===== config.mk =====
export PLATFORM = sky130hd
export DESIGN_NAME = crc_attach
export DESIGN_NICKNAME = d
export VERILOG_FILES = /design/src/rtl/crc_attach.sv
export SDC_FILE = /design/constraint.sdc
export NUM_CORES = 1
export LEC_CHECK = 0
export CELL_PAD_IN_SITES_DETAIL_PLACEMENT = 1
export CELL_PAD_IN_SITES_GLOBAL_PLACEMENT = 1
export CORE_MARGIN = 1.5
export CORE_UTILIZATION = 45
export CTS_BUF_LIST = sky130_fd_sc_hd__clkbuf_4
export DETAILED_ROUTE_END_ITERATION = 8
export GPL_TIMING_DRIVEN = 0
export PLACE_DENSITY = 0.95
export SLEW_MARGIN = 0
export SYNTH_ARGS = -nofsm -noshare
export SYNTH_HDL_FRONTEND = slang
export SYNTH_SLANG_ARGS = --single-unit

===== constraint.sdc =====
create_clock -name CLK -period 4.15 [get_ports CLK]
set_input_delay 1.245 -clock CLK [delete_from_list [all_inputs] [get_ports CLK]]
set_output_delay 1.245 -clock CLK [all_outputs]
set_load 0.02 [all_outputs]

===== src/rtl/crc_attach.sv =====
// Forwards a serial transport block bit by bit and appends the 16-bit CRC
// (LSB first) delivered by the upstream serial CRC generator.
module crc_attach #(
    parameter int LEN_W   = 16,
    parameter int TIMEOUT = 32
) (
    input  logic             CLK,
    input  logic             RST,
    input  logic             DATA,
    input  logic             ACTIVE,
    input  logic [15:0]      CRC_IN,
    input  logic             CRC_VALID,
    output logic             SER_OUT,
    output logic             OUT_VALID,
    output logic             OUT_LAST,
    output logic [LEN_W-1:0] TB_LEN,
    output logic             BUSY,
    output logic             TIMEOUT_ERR,
    output logic             OVERRUN_ERR
);

    localparam int CNT_W = $clog2(TIMEOUT + 1);

    typedef enum logic [1:0] {
        IDLE,
        PASS,
        WAIT_CRC,
        APPEND
    } state_t;

    state_t             state_q, state_d;
    logic [15:0]        crc_q, crc_d;
    logic [3:0]         idx_q, idx_d;
    logic [CNT_W-1:0]   cnt_q, cnt_d;
    logic [LEN_W-1:0]   len_q, len_d;
    logic               active_q;
    logic               ser_q, ser_d;
    logic               valid_q, valid_d;
    logic               last_q, last_d;
    logic               busy_q;
    logic               tmo_q, tmo_d;
    logic               ovr_q, ovr_d;

    // Next-state and registered-output logic; every output is loaded from
    // the _d values so the whole interface has exactly one register stage.
    always_comb begin
        state_d = state_q;
        crc_d   = crc_q;
        idx_d   = idx_q;
        cnt_d   = cnt_q;
        len_d   = len_q;
        ser_d   = 1'b0;
        valid_d = 1'b0;
        last_d  = 1'b0;
        tmo_d   = 1'b0;
        ovr_d   = 1'b0;

        case (state_q)
            IDLE: begin
                if (ACTIVE) begin
                    state_d = PASS;
                    ser_d   = DATA;
                    valid_d = 1'b1;
                    len_d   = LEN_W'(1);
                end
            end
            PASS: begin
                if (ACTIVE) begin
                    ser_d   = DATA;
                    valid_d = 1'b1;
                    if (len_q != '1) begin
                        len_d = len_q + 1'b1;
                    end
                end else if (CRC_VALID) begin
                    crc_d   = CRC_IN;
                    idx_d   = '0;
                    state_d = APPEND;
                end else begin
                    cnt_d   = '0;
                    state_d = WAIT_CRC;
                end
            end
            WAIT_CRC: begin
                // Only the rising edge of a stray ACTIVE is reported; the bits are dropped.
                ovr_d = ACTIVE && !active_q;
                if (CRC_VALID) begin
                    crc_d   = CRC_IN;
                    idx_d   = '0;
                    state_d = APPEND;
                end else if (cnt_q == CNT_W'(TIMEOUT - 1)) begin
                    tmo_d   = 1'b1;
                    cnt_d   = '0;
                    state_d = IDLE;
                end else begin
                    cnt_d = cnt_q + 1'b1;
                end
            end
            APPEND: begin
                ovr_d   = ACTIVE && !active_q;
                ser_d   = crc_q[0];
                valid_d = 1'b1;
                crc_d   = {1'b0, crc_q[15:1]};
                idx_d   = idx_q + 1'b1;
                if (idx_q == 4'd15) begin
                    last_d  = 1'b1;
                    state_d = IDLE;
                end
            end
            default: begin
                state_d = IDLE;
            end
        endcase
    end

    always_ff @(posedge CLK or posedge RST) begin
        if (RST) begin
            state_q  <= IDLE;
            crc_q    <= '0;
            idx_q    <= '0;
            cnt_q    <= '0;
            len_q    <= '0;
            active_q <= 1'b0;
            ser_q    <= 1'b0;
            valid_q  <= 1'b0;
            last_q   <= 1'b0;
            busy_q   <= 1'b0;
            tmo_q    <= 1'b0;
            ovr_q    <= 1'b0;
        end else begin
            state_q  <= state_d;
            crc_q    <= crc_d;
            idx_q    <= idx_d;
            cnt_q    <= cnt_d;
            len_q    <= len_d;
            active_q <= ACTIVE;
            ser_q    <= ser_d;
            valid_q  <= valid_d;
            last_q   <= last_d;
            busy_q   <= (state_d != IDLE);
            tmo_q    <= tmo_d;
            ovr_q    <= ovr_d;
        end
    end

    assign SER_OUT     = ser_q;
    assign OUT_VALID   = valid_q;
    assign OUT_LAST    = last_q;
    assign TB_LEN      = len_q;
    assign BUSY        = busy_q;
    assign TIMEOUT_ERR = tmo_q;
    assign OVERRUN_ERR = ovr_q;

endmodule


==> results_dict.tcl <==
set metrics [dict create \
    drt_iter0_markers 124 \
    grt_use_met3_pct 4.30 \
    syn_nets 295 \
    min_from "active_q" \
    cts_made_buffers 5 \
    maxSlewViolCount 0 \
    syn_to_final_growth_pct 22.8 \
    via_count 2297 \
    synth_edf_count 0 \
    clockBufferDepth 2 \
    min_path_type "reg -> reg" \
    gr-total-overflow 0 \
    fp.dieW_um 78.7 \
    die_area_sq_mm 0.00619 \
    drt_first_pass_iters 4 \
    grt_util_met2_pct 44.1 \
    wire_per_inst_um 18.0 \
    cp-start-kind "input port" \
    yosys_most_used_dff "dfrtp_1" \
    fin_skew_ns 0.00606 \
    grt_max_degree 27 \
    holdBufCountCts 0 \
    synth_warnings 0 \
    cap_violations 0 \
    hpwlAfterDp_mm 5.16 \
    rsz0062_at_grt "false" \
    die_h_um 78.7 \
    synth_cells 271 \
    total_leakage_power_nw 1.33 \
    synth.distinct_cells 42 \
    cts-resized-gates 0 \
    n_fill_cell 638 \
    grt_pass1_vias 2389 \
    finalNetCount 345 \
    worst_slew_pin_slew_ns 0.924 \
    period_share_pct 72.7 \
    cp-end-kind "flip-flop" \
    power_density_mw_per_mm2 582 \
    whs_path_depth 1 \
    max_freq_ghz 0.331 \
    layout_commonest_cell "dfrtp_1" \
    reg2regPathDepth 4 \
    crit_path_cell_trace "clkdlybuf4s50_1, buf_2, and4b_1, nand2_1, a2111oi_0, mux2i_1" \
    vias_per_cell 5.83 \
    multi_input_area_sq_mm 0.00120 \
    status "finished, final reports clean" \
    clk_latency_ns 0.38 \
    cts_root_buffer "clkbuf_4" \
    power_mw 1.84 \
    rows 27 \
    cts.sinks 51 \
    drc_errors 0 \
    yosys_register_bits 51 \
    portBuffers 42 \
    gp_congestion 0.879 \
    grt-busiest-layer "met2" \
    worst_r2r_endpoint "TB_LEN[0]" \
    grt_usage_pct 24.1 \
    max_stage_delay_ns 0.58 \
    crit_slowest_cell "a2111oi_0" \
    period_needed_ns 3.02 \
    syn_area_per_cell_sq_um 9.51 \
    path_class "in -> reg" \
    ir_worst_vdd_mv 0.309 \
    cp_max_fo 10 \
    grt_pass1_wl_mm 11.4 \
    regArea_sq_mm 0.00128 \
    async_flop_share_pct 100 \
    mostFrequentLayoutCells "dfrtp_1, clkdlybuf4s50_1, nand2_1" \
    antenna_found_initial 0 \
    worstPathArrival_ns 3.33 \
    synth-seq-area-share_pct 49.5 \
    clk_pin_slew_ns 0.14 \
    finalHoldViolCount 0 \
    htree_levels 2 \
    required_ns 4.46 \
    postCtsSetupBuffers 0 \
    finalSetupTns_ns 0 \
    hold_ws_ns 0.406 \
    syn_area_sq_mm 0.00258 \
    wirelength_mm 7.08 \
    coreArea_sq_mm 0.00551 \
    r2r-start "TB_LEN[12]" \
    synth_area_leaders "dfrtp_1, mux2i_1, a21oi_1, nand2_1, nor2_1" \
    n_antenna_cell 0 \
    setup_violations 0 \
    synth_top_area_share_pct 49.5 \
    layout-drive-gt1-share_pct 5.90 \
    tritoncts "yes" \
    grt.met1_usage_pct 28.5 \
    io_pins 43 \
    relSlewSlack_pct 37.9 \
    yosysTopAreaCell "dfrtp_1" \
    whs_endpoint "OVERRUN_ERR" \
    rrSetupSlack_ns 1.98 \
    start_util_pct 46.8 \
    antenna_left 0 \
]
## registers in the layout, indices dropped and copies added (netlist names), 2 cells and up
name	flops
TB_LEN	16
crc_q	16
cnt_q	6
idx_q	4
state_q	2
## how the worst max path moves through the flow
stage | startpoint | to | slack [ns] | cells past startpoint
floorplan | ACTIVE | cnt_q[5] | 1.58 | 5
global placement | RST | cnt_q[1] | 0.65 | 2
detailed placement | ACTIVE | TB_LEN[9] | 0.76 | 6
CTS | ACTIVE | TB_LEN[9] | 1.12 | 6
global route | ACTIVE | TB_LEN[9] | 1.03 | 6
finish | ACTIVE | TB_LEN[9] | 1.13 | 6
## final cells by class
class,count,area share [%]
clock buffer,7,1.66
sequential,51,40.3
buffer,13,1.66
tap,72,2.85
inverter,12,1.42
clock inverter,1,0.158
multi-input combinational,195,38.0
timing repair buffer,43,13.9
## critical path: cells and delay by family
kind,cells,cell delay [ns]
buffers and inverters,2,0.74
AOI/OAI and AO/OA,1,0.58
muxes,1,0.26
and+or+nand+nor,2,0.49
## cell families (layout without fill, tap and decap cells)
logic type | count (synthesis) | after routing | synth area share, %
fa+ha+maj | 3 | 3 | 1.46
buf+inv | 25 | 76 | 3.79
simple gates | 103 | 103 | 20.2
flops | 51 | 51 | 49.5
mux | 24 | 24 | 9.37
compound gates | 65 | 65 | 15.6
## power breakdown
group / internal (mW) / switching (mW) / total [mW]
registers: 0.656 / 0.128 / 0.784
clock network: 0.0795 / 0.160 / 0.240
logic: 0.340 / 0.479 / 0.819
## Yosys cell counts, types with 2 or more instances
cell type	n
nand4_1	3
nor3_1	7
inv_1	12
ha_1	3
nand2_1	29
o31ai_1	4
nor4_1	3
mux2i_1	23
dfrtp_1	51
o21ai_0	10
o41ai_1	2
o21a_1	3
or3_1	2
a32o_1	2
buf_2	3
a211oi_1	4
nand3_1	9
o22ai_1	2
nand2b_1	9
or3b_2	2
nor2b_1	4
a21oi_1	28
nor2_1	23
clkbuf_1	10
or4_1	5
or2_2	2
## stage by stage
stage | util, % | cell area [sq um] | setup slack (ns) | instances
CTS | 57.5 | 3160 | 1.12 | 394
global placement | 56.1 | 3090 | 0.649 | 385
global route | 57.5 | 3160 | 1.03 | 394
detailed placement | 56.4 | 3110 | 0.759 | 386
floorplan | - | 2580 | 1.58 | 271
finish | 57.5 | 3160 | 1.13 | 394
## routing by layer
| layer | wire length (um) | up-vias |
|---|---|---|
| li1 | - | 1075 |
| met5 | 0 | - |
| met2 | 3790 | 52 |
| met1 | 2940 | 1155 |
| met4 | 141 | 0 |
| met3 | 202 | 15 |
(Power assumes the default switching activity.)
